==> config.mk <==
export PLATFORM = sky130hd
export DESIGN_NAME = exmem_stage
export DESIGN_NICKNAME = d
export VERILOG_FILES = /design/src/rtl/exmem_stage.sv
export SDC_FILE = /design/constraint.sdc
export NUM_CORES = 1
export LEC_CHECK = 0
export CORE_ASPECT_RATIO = 2
export CORE_MARGIN = 10
export CORE_UTILIZATION = 44
export DETAILED_ROUTE_END_ITERATION = 7
export GPL_ROUTABILITY_DRIVEN = 0
export PLACE_DENSITY = 0.79
export SETUP_SLACK_MARGIN = 0.3
export SLEW_MARGIN = 0
export SYNTH_ARGS = -nofsm -noshare
export SYNTH_HDL_FRONTEND = slang
export SYNTH_SLANG_ARGS = --single-unit
==> constraint.sdc <==
create_clock -name clk -period 6.2 [get_ports clk]
set_input_delay 1.55 -clock clk [delete_from_list [all_inputs] [get_ports clk]]
set_output_delay 1.55 -clock clk [all_outputs]
set_load 0.05 [all_outputs]
==> src/rtl/exmem_stage.sv <==
// EX/MEM + MEM/WB pipeline slice: registers EX results, runs the data-memory handshake, and feeds both forwarding sources.
// Optional byte-lane stores/enables when EXMEM_BYTELANE_EN is defined; otherwise word access only.
module exmem_stage #(
    parameter int DATA_W = 32,
    parameter int REG_W  = 5
) (
    input  logic              clk,
    input  logic              reset,
    input  logic [DATA_W-1:0] EX_inanswer,
    input  logic [DATA_W-1:0] EX_infboutpipe,
    input  logic [DATA_W-1:0] EX_inpcplus8,
    input  logic [REG_W-1:0]  EX_intopipereg5,
    input  logic              EX_inandlink,
    input  logic              EX_inregwrite,
    input  logic              EX_inmemread,
    input  logic              EX_inmemwrite,
    input  logic              EX_inmemtoreg,
    input  logic              EX_inflush,
`ifdef EXMEM_BYTELANE_EN
    input  logic [1:0]        EX_insize,
    output logic [3:0]        dmem_be,
`endif
    output logic [DATA_W-1:0] MEM_outfromEXMEM,
    output logic [REG_W-1:0]  MEM_outEXMEMREGISTERRDRT,
    output logic              MEM_outEXMEMREGWRITE,
    output logic [DATA_W-1:0] MEM_outfromMEMWB,
    output logic [REG_W-1:0]  MEM_outMEMWBREGISTERRDRT,
    output logic              MEM_outMEMWBREGWRITE,
    output logic              MEM_outstall,
    output logic              dmem_req,
    output logic              dmem_we,
    output logic [DATA_W-1:0] dmem_addr,
    output logic [DATA_W-1:0] dmem_wdata,
    input  logic              dmem_ready,
    input  logic              dmem_rvalid,
    input  logic [DATA_W-1:0] dmem_rdata
);

    typedef enum logic [1:0] {IDLE, REQ, RDWAIT} state_t;

    state_t            state, state_n;
    logic [DATA_W-1:0] answer_q, fbout_q, pcplus8_q;
    logic [REG_W-1:0]  rd_q;
    logic              andlink_q, regwrite_q, memread_q, memwrite_q, memtoreg_q;
    logic              memop, access, done, fsm_done, stall;

    // EX/MEM register: a stall holds the MEM instruction and wins over flush
    always_ff @(posedge clk or posedge reset) begin
        if (reset) begin
            answer_q   <= '0;
            fbout_q    <= '0;
            pcplus8_q  <= '0;
            rd_q       <= '0;
            andlink_q  <= 1'b0;
            regwrite_q <= 1'b0;
            memread_q  <= 1'b0;
            memwrite_q <= 1'b0;
            memtoreg_q <= 1'b0;
        end else if (!stall) begin
            if (EX_inflush) begin
                answer_q   <= '0;
                fbout_q    <= '0;
                pcplus8_q  <= '0;
                rd_q       <= '0;
                andlink_q  <= 1'b0;
                regwrite_q <= 1'b0;
                memread_q  <= 1'b0;
                memwrite_q <= 1'b0;
                memtoreg_q <= 1'b0;
            end else begin
                answer_q   <= EX_inanswer;
                fbout_q    <= EX_infboutpipe;
                pcplus8_q  <= EX_inpcplus8;
                rd_q       <= EX_intopipereg5;
                andlink_q  <= EX_inandlink;
                regwrite_q <= EX_inregwrite;
                memread_q  <= EX_inmemread;
                memwrite_q <= EX_inmemwrite;
                memtoreg_q <= EX_inmemtoreg;
            end
        end
    end

    assign memop = memread_q | memwrite_q;

`ifdef EXMEM_BYTELANE_EN
    // Lane logic assumes a 32-bit datapath; misaligned halves complete without touching memory
    logic [1:0] size_q;
    logic       misalign;

    always_ff @(posedge clk or posedge reset) begin
        if (reset)
            size_q <= 2'b00;
        else if (!stall)
            size_q <= EX_inflush ? 2'b00 : EX_insize;
    end

    always_comb begin
        misalign   = 1'b0;
        dmem_be    = 4'b1111;
        dmem_wdata = fbout_q;
        case (size_q)
            2'b00: begin
                dmem_be    = 4'b0001 << answer_q[1:0];
                dmem_wdata = {4{fbout_q[7:0]}};
            end
            2'b01: begin
                dmem_wdata = {2{fbout_q[15:0]}};
                if (answer_q[0]) begin
                    misalign = 1'b1;
                    dmem_be  = 4'b0000;
                end else begin
                    dmem_be  = answer_q[1] ? 4'b1100 : 4'b0011;
                end
            end
            default: ;
        endcase
    end

    assign access = memop & ~misalign;
`else
    assign dmem_wdata = fbout_q;
    assign access     = memop;
`endif

    assign dmem_addr = answer_q;
    assign dmem_we   = memwrite_q;

    always_ff @(posedge clk or posedge reset) begin
        if (reset)
            state <= IDLE;
        else
            state <= state_n;
    end

    always_comb begin
        state_n  = state;
        dmem_req = 1'b0;
        fsm_done = 1'b0;
        case (state)
            IDLE, REQ: begin
                if (access || state == REQ) begin
                    dmem_req = 1'b1;
                    if (dmem_ready) begin
                        if (memwrite_q) begin
                            fsm_done = 1'b1;
                            state_n  = IDLE;
                        end else begin
                            state_n  = RDWAIT;
                        end
                    end else begin
                        state_n = REQ;
                    end
                end
            end
            RDWAIT: begin
                if (dmem_rvalid) begin
                    fsm_done = 1'b1;
                    state_n  = IDLE;
                end
            end
            default: state_n = IDLE;
        endcase
    end

    // A memop that never needs the memory (misaligned half) counts as done at once
    assign done         = fsm_done | (memop & ~access);
    assign stall        = memop & ~done;
    assign MEM_outstall = stall;

    assign MEM_outfromEXMEM         = andlink_q ? pcplus8_q : answer_q;
    assign MEM_outEXMEMREGISTERRDRT = rd_q;
    assign MEM_outEXMEMREGWRITE     = regwrite_q;

    // MEM/WB register: stalled cycles insert a regwrite bubble so a held load writes back once
    always_ff @(posedge clk or posedge reset) begin
        if (reset) begin
            MEM_outfromMEMWB         <= '0;
            MEM_outMEMWBREGISTERRDRT <= '0;
            MEM_outMEMWBREGWRITE     <= 1'b0;
        end else if (!stall) begin
            MEM_outfromMEMWB         <= memtoreg_q ? dmem_rdata : MEM_outfromEXMEM;
            MEM_outMEMWBREGISTERRDRT <= rd_q;
            MEM_outMEMWBREGWRITE     <= regwrite_q;
        end else begin
            MEM_outMEMWBREGWRITE     <= 1'b0;
        end
    end

endmodule

==> Word level (Yosys, flattened, before mapping) <==
Cells that the tools add are included.
{ "word_totals": {"regBits": 146, "in_bits": 143, "output_inout_bits": 143, "wordCells": 48} }
{ "op_classes": {"n_eq_ne": 4, "muxes": 24, "n_bitwise": 3, "n_reduce_logical": 4} }
{ "ops": {"columns": ["cell", "n"], "rows": [
  ["$mux 32", 5],
  ["$mux 1", 12],
  ["$mux 2", 4],
  ["$mux 5", 1],
  ["$ne 2x2->1 const B", 2],
  ["$pmux 2 s2", 1],
  ["$eq 2x1->1 const B", 1],
  ["$eq 2x2->1 const B", 1],
  ["$logic_not 2->1", 1],
  ["$pmux 1 s2", 1],
  ["$reduce_and 2->1", 1],
  ["$reduce_or 2->1", 1],
  ["$and 1x1->1", 1],
  ["$logic_or 1x1->1", 1],
  ["$not 1->1", 1],
  ["$or 1x1->1", 1]
]} }

==> Depth between registers and ports, before layout <==
Gate-level depths: netlist of run 1.
{ "depth": {"ltp_word": 7, "depth_mapped": 5} }

==> Worst setup path after synthesis of run 1 <==
OpenSTA, ideal clock, no wires.
{ "synth_path": {"path_kind": "input -> output", "from": "input dmem_rvalid", "to": "output MEM_outstall", "arrival_ns": 2.480, "setup_slack_ns": 2.170, "cell_stages": 5, "path_cell_list": "nand3b_1 o211ai_4 buf_6 buf_6 inv_1"} }
{ "synth_between": {"elab_chain_len": 4} }
{ "synth_lines": {"columns": ["element", "line", "text"], "rows": [
  ["start: declaration", "35", "input logic dmem_rvalid,"],
  ["$mux 1", "157", "if (dmem_rvalid) begin"],
  ["$pmux 1 s2", "140", "case (state)"],
  ["$not 1->1", "168", "assign stall = memop & ~done;"],
  ["$and 1x1->1", "168", null],
  ["end: declaration", "29", "output logic MEM_outstall,"]
]} }
No other way between the ends.

==> Final worst setup path of run 1 <==
Same ends and word-level chain as after synthesis.

==> results of run 1 <==
-- metrics by stage --
stage | setup slack, ps | utilization, %
floorplan | 727 | -
global placement | 1420 | 62.4
global route | 1330 | 66.5
detailed placement | 1370 | 62.4
CTS | 1370 | 66.4
finish | 1380 | 66.5
-- registers in the layout (all words and copies together) (netlist names) --
name and count:
pcplus8_q 32, MEM_outMEMWBREGISTERRDRT 5, dmem_wdata 32, state 2, memtoreg_q 1, MEM_outMEMWBREGWRITE 1
MEM_outfromMEMWB 32, dmem_we 1, MEM_outEXMEMREGWRITE 1, memread_q 1, dmem_addr 32, MEM_outEXMEMREGISTERRDRT 5
andlink_q 1
-- per-layer routing --
metal	wire, µm	vias to the layer above	GRT usage [%]
li1	-	2290	-
met1	7530	2497	18.0
met2	12400	177	35.6
met3	1210	37	5.81
met4	796	0	10.9
met5	0	-	0
-- layout make-up --
cell class	count	area (µm²)	share of cell area (%)
Clock inverter	9	153	1.42
Sequential cell	146	3660	34.0
Timing Repair Buffer	287	2880	26.8
Antenna cell	5	12.5	0.116
Multi-Input combinational cell	325	3300	30.7
Tap cell	204	255	2.37
Clock buffer	23	488	4.54
Inverter	3	16.3	0.151
-- cell usage in the layout (no fill, tap or decap), types with 3 or more instances in the layout --
cell | synthesis | routed
clkdlybuf4s50_1 | 0 | 284
mux2_4 | 58 | 58
mux2_2 | 84 | 84
bufinv_16 | 0 | 4
dfrtp_1 | 146 | 144
clkbuf_8 | 0 | 4
nor2b_1 | 104 | 104
clkinvlp_4 | 0 | 3
mux2_1 | 63 | 63
clkbuf_16 | 0 | 17
diode_2 | 0 | 5
-- where the power goes --
part	internal [mW]	leakage [nW]	total (mW)	switching, mW
combinational	1.72	2.54	4.04	2.32
sequential	1.35	1.87	1.69	0.339
clock	0.716	0.305	1.11	0.394
total	3.79	4.72	6.84	3.05
-- worst max-delay path by stage --
stage | from | to | slack (ps) | cells past startpoint
finish | dmem_rvalid | MEM_outstall | 1380 | 5
global route | dmem_rvalid | MEM_outstall | 1330 | 5
CTS | dmem_rvalid | MEM_outstall | 1370 | 5
detailed placement | dmem_rvalid | MEM_outstall | 1370 | 5
global placement | dmem_rvalid | MEM_outstall | 1420 | 5
floorplan | reset | MEM_outEXMEMREGISTERRDRT[0] | 730 | 1
-- cell families after synthesis --
kind of cell,Yosys count
AO/OA/AOI/OAI,4
buffers and inverters,37
flip-flops,146
multiplexers,205
AND/OR/NAND/NOR,116
-- critical path, stage by stage --
cell             delay (ps)
clkdlybuf4s50_1         440
nand3b_1                210
o211ai_4                130
inv_1                    70
clkdlybuf4s50_1         860
==> results.py, run 1 <==
metrics = {
    "worst_setup_path": {
        "path_class": "input port to primary output",
        "worstPathMaxFanout": 4,
        "reg2reg_depth": 3,
        "required_ps": 4650,
        "crit_path_start_kind": "input port",
        "rrSetupSlack_ps": 3990,
        "reg2reg_to": "MEM_outfromMEMWB[1]",
        "cp.arrival_ps": 3270,
        "r2r-start": "andlink_q",
        "cp-end-kind": "primary output",
    },
    "global_route": {
        "grt-ovfl-total": 0,
        "grt_max_degree": 143,
        "grt_pass1_vias": 5687,
        "grt_pass1_wl_um": 33700,
        "antenna_found_initial": 5,
        "global_route.usage.total_pct": 19.2,
    },
    "sta": {
        "min_period_ps": 4820,
        "setup_tns_ps": 0,
        "rsz0062_at_grt": "false",
        "slew_violations": 0,
        "hold_violations": 0,
        "min_period_over_period_pct": 77.8,
        "setup_viol": 0,
        "max_slew_margin_pct": 23.1,
        "fmax_ghz": 0.207,
        "worst_slew_pin_slew_ps": 1150,
        "hold_ws_ps": 489,
        "fin_skew_ps": 8.85,
    },
    "final_layout": {
        "nNetsFinal": 923,
        "drive_gt1_share_pct": 22.7,
        "fin_area_um2": 10800,
        "area_delta_synth_final_pct": 48.5,
        "instances_no_fill": 1002,
        "n_fill_cell": 1216,
    },
    "yosys": {
        "synth_most_common_cell": "dfrtp_1",
        "synth_cells": 508,
        "netlist_area_um2": 7240,
        "synthesis.nets": 651,
        "synth_edf_count": 0,
        "synth_top_family_by_area": "multiplexers",
        "synth_commonest_cells": "dfrtp_1, nor2b_1, mux2_2",
        "synth.area.top_cells": "dfrtp_1, mux2_2, mux2_4",
        "synth_compound_area_share_pct": 0.691,
        "yosysUniqueCellTypes": 22,
        "synthFlopType": "dfrtp_1",
        "yosys.area.top_type": "dfrtp_1",
        "syn_area_per_cell_um2": 14.3,
        "synth_fa_ha_area_share_pct": 0,
        "yosysTopAreaCellShare_pct": 50.4,
        "yosys_register_bits": 146,
        "synthSimpleGateAreaFrac_pct": 9.97,
        "yosys_warnings": 0,
        "ys_seq_area_share_pct": 50.4,
        "async_flop_share_pct": 100,
        "synth-xor-area-share_pct": 0,
        "synth.area.mux_share_pct": 34.9,
    },
    "min_path": {
        "min_delay_worst_endpoint": "pcplus8_q[27]",
        "holdPathStages": 1,
        "hold_start": "pcplus8_q[27]",
        "min_path_type": "flip-flop to flip-flop",
    },
    "clocking": {
        "path_clk_slew_ps": 50,
        "clock-root-buffer": "clkbuf_16",
        "clockBufferDepth": 2,
        "cts_made_buffers": 17,
        "cts.repair.resized": 0,
        "holdBufCountCts": 0,
        "clock_latency_ps": 410,
        "cts_tree": "built",
        "postCtsSetupBuffers": 0,
        "cts.sinks": 146,
        "h-tree-depth": 4,
    },
    "floorplanning": {
        "io_pins": 286,
        "die_h_um": 201,
        "initial_core_util_pct": 44.7,
        "dieArea_um2": 22300,
        "coreArea_um2": 16200,
        "core.rowCount": 66,
        "die_w_um": 111,
    },
    "route": {
        "vias": 5001,
        "drc": 0,
        "postRouteAntennaNets": 0,
        "viasPerCell": 4.99,
        "wl_per_cell_um": 21.9,
        "wirelength_um": 21900,
        "drt-initial-drc-count": 149,
        "dr.pass1.iters": 4,
    },
    "power_and_ir_drop": {
        "ir_worst_vdd_v": 0.000536,
        "leakagePower_nw": 4.72,
        "pwr_density_cell_nw_per_um2": 636,
        "total_power_mw": 6.84,
    },
    "outcome": {
        "outcome": "finished, final reports clean",
    },
    "placed_design": {
        "placedCellCount": 965,
        "port_buffers": 285,
        "hpwl_um": 16200,
        "placed_cell_area_um2": 10100,
    },
    "job": {
        "drv_cap": 0,
    },
}
No activity file was read; power rests on OpenSTA's default activity.
==> run 2: changes to the inputs <==
--- a/config.mk
+++ b/config.mk
@@ -7,10 +7,10 @@
 export LEC_CHECK = 0
 export CORE_ASPECT_RATIO = 2
 export CORE_MARGIN = 10
-export CORE_UTILIZATION = 44
+export CORE_UTILIZATION = 40
 export DETAILED_ROUTE_END_ITERATION = 7
 export GPL_ROUTABILITY_DRIVEN = 0
-export PLACE_DENSITY = 0.79
+export PLACE_DENSITY = 0.76
 export SETUP_SLACK_MARGIN = 0.3
 export SLEW_MARGIN = 0
 export SYNTH_ARGS = -nofsm -noshare
==> constraint.sdc (replaced) <==
create_clock -name clk -period 4 [get_ports clk]
set_input_delay 1 -clock clk [delete_from_list [all_inputs] [get_ports clk]]
set_output_delay 1 -clock clk [all_outputs]
set_load 0.05 [all_outputs]
==> results.py, run 2 (synthesized netlist as in run 1, its figures left out) <==
metrics = {
    "min_path": {
        "min_path_type": "flip-flop to flip-flop",
        "hold_start": "dmem_wdata[3]",
    },
    "outcome": {
        "outcome": "finished, final reports clean",
    },
    "global_route": {
        "grtUsageMet2_pct": 32.5,
        "use_met3_pct": 6.11,
        "global_route.usage.total_pct": 18.3,
        "grt-ovfl-total": 0,
        "grt_pass1_vias": 5789,
        "grt_max_degree": 143,
        "grtUsageMet1_pct": 17.1,
        "top_usage_layer": "met2",
        "antenna_found_initial": 6,
        "grt_pass1_wl_um": 34200,
    },
    "route": {
        "drt-initial-drc-count": 181,
        "wirelength_um": 22500,
        "viasPerCell": 4.95,
        "wl_per_cell_um": 22.1,
        "dr.pass1.iters": 4,
        "drc": 0,
        "vias": 5028,
        "postRouteAntennaNets": 0,
    },
    "sta": {
        "max_slew_margin_pct": 24.5,
        "setup_viol": 0,
        "setup_tns_ps": 0,
        "fin_skew_ps": 9.55,
        "fmax_ghz": 0.286,
        "min_period_over_period_pct": 87.5,
        "hold_ws_ps": 486,
        "worst_slew_pin_slew_ps": 1130,
        "min_period_ps": 3500,
        "fin_ws_ps": 501,
        "slew_violations": 0,
        "rsz0062_at_grt": "false",
        "hold_violations": 0,
    },
    "clocking": {
        "cts_tree": "built",
        "clockBufferDepth": 2,
        "postCtsSetupBuffers": 0,
        "h-tree-depth": 4,
        "cts.sinks": 146,
        "cts.repair.resized": 0,
        "clock-root-buffer": "clkbuf_16",
        "holdBufCountCts": 0,
        "cts_made_buffers": 17,
        "path_clk_slew_ps": 60,
        "clock_latency_ps": 420,
    },
    "worst_setup_path": {
        "required_ps": 3000,
        "critPathSlowestCell": "dfrtp_2",
        "cp.arrival_ps": 2500,
        "cp_num_buf_inv": 2,
        "cp-startpoint": "andlink_q",
        "cp-end-kind": "primary output",
        "worstPathMaxFanout": 18,
        "path_delay_family": "buffers and inverters",
        "path_cells": "buf_12 > mux2_4 > clkdlybuf4s50_1",
        "slowest_delay_ps": 730,
        "path_class": "flip-flop to primary output",
        "crit_path_start_kind": "flip-flop",
        "r2r-start": "state[0]",
    },
    "floorplanning": {
        "initial_core_util_pct": 40.7,
        "dieArea_um2": 24200,
        "io_pins": 286,
        "coreArea_um2": 17800,
        "core.rowCount": 69,
        "die_h_um": 210,
        "die_w_um": 115,
    },
    "power_and_ir_drop": {
        "switching_share_pct": 44.7,
        "p_sw_mw": 4.75,
        "pwr_density_cell_nw_per_um2": 981,
        "leakagePower_nw": 4.75,
        "p_seq_share_pct": 23.7,
        "ir_worst_vdd_v": 0.00105,
        "combinationalPowerShare_pct": 60.2,
        "intPower_mw": 5.87,
        "p_clk_share_pct": 16.1,
    },
    "final_layout": {
        "final_util_pct": 60.9,
        "final_cell_mix": "clkdlybuf4s50_1, dfrtp_1, nor2b_1",
        "nNetsFinal": 928,
        "n_fill_cell": 1417,
        "multi_input_area_um2": 3300,
        "final_common_cell": "clkdlybuf4s50_1",
        "drive_gt1_share_pct": 23.1,
        "fin_area_um2": 10800,
        "regArea_um2": 3650,
        "area_delta_synth_final_pct": 49.5,
    },
    "job": {
        "drv_cap": 0,
    },
    "placed_design": {
        "port_buffers": 285,
        "placed_cell_area_um2": 10200,
        "hpwl_um": 16800,
        "dp_slack_ps": 863,
    },
}
-- run 2: final timing paths --
check / endpoint / slack (ps) / depth (start not counted)
worst min register to register: dmem_wdata[3] / 490 / 1
min in group asynchronous: dmem_addr[2] / 1060 / 2
worst max register to register: dmem_addr[2] / 1770 / 4
worst min-delay path: dmem_wdata[3] / 490 / 1
max in group asynchronous: pcplus8_q[29] / 2220 / 3
worst max-delay path: MEM_outfromEXMEM[21] / 500 / 3
-- run 2: layout make-up --
class                      count  area share (%)
inverter                       3           0.139
sequential                   146            33.8
clock inverter                 9            1.43
timing repair buffer         292            27.3
antenna                        6           0.139
tap                          213            2.46
multi-input combinational    325            30.5
clock buffer                  21            4.35
-- run 2: power by group through the flow --
stage / logic, mW / registers [mW] / clock network, mW
4_1_cts: 6.47 / 2.52 / 1.75
6_report: 6.40 / 2.52 / 1.71
5_1_grt: 6.66 / 2.60 / 1.81
2_1_floorplan: 3.17 / 3.99 / 0
3_5_place_dp: 6.45 / 2.54 / 0
3_3_place_gp: 6.33 / 2.50 / 0
-- run 2: worst register-to-register path: cells and delay by family (launching register included) --
family / cells / cell delay (ps)
and+or+nand+nor: 1 / 290
DFF: 1 / 410
AOI/OAI and AO/OA: 1 / 170
muxes: 1 / 700
buffers and inverters: 1 / 540
-- run 2: layer usage --
layer / vias to the layer above / routed length, µm
met4: 0 / 1140
met5: - / 0
li1: 2292 / -
met2: 197 / 12400
met1: 2483 / 7330
met3: 56 / 1550
-- run 2: stage by stage --
step           total power [mW]  cells
6_report                   10.6   1015
5_1_grt                    11.1   1015
4_1_cts                    10.7   1009
3_5_place_dp               8.99    979
3_3_place_gp               8.83    979
2_1_floorplan              7.16    508
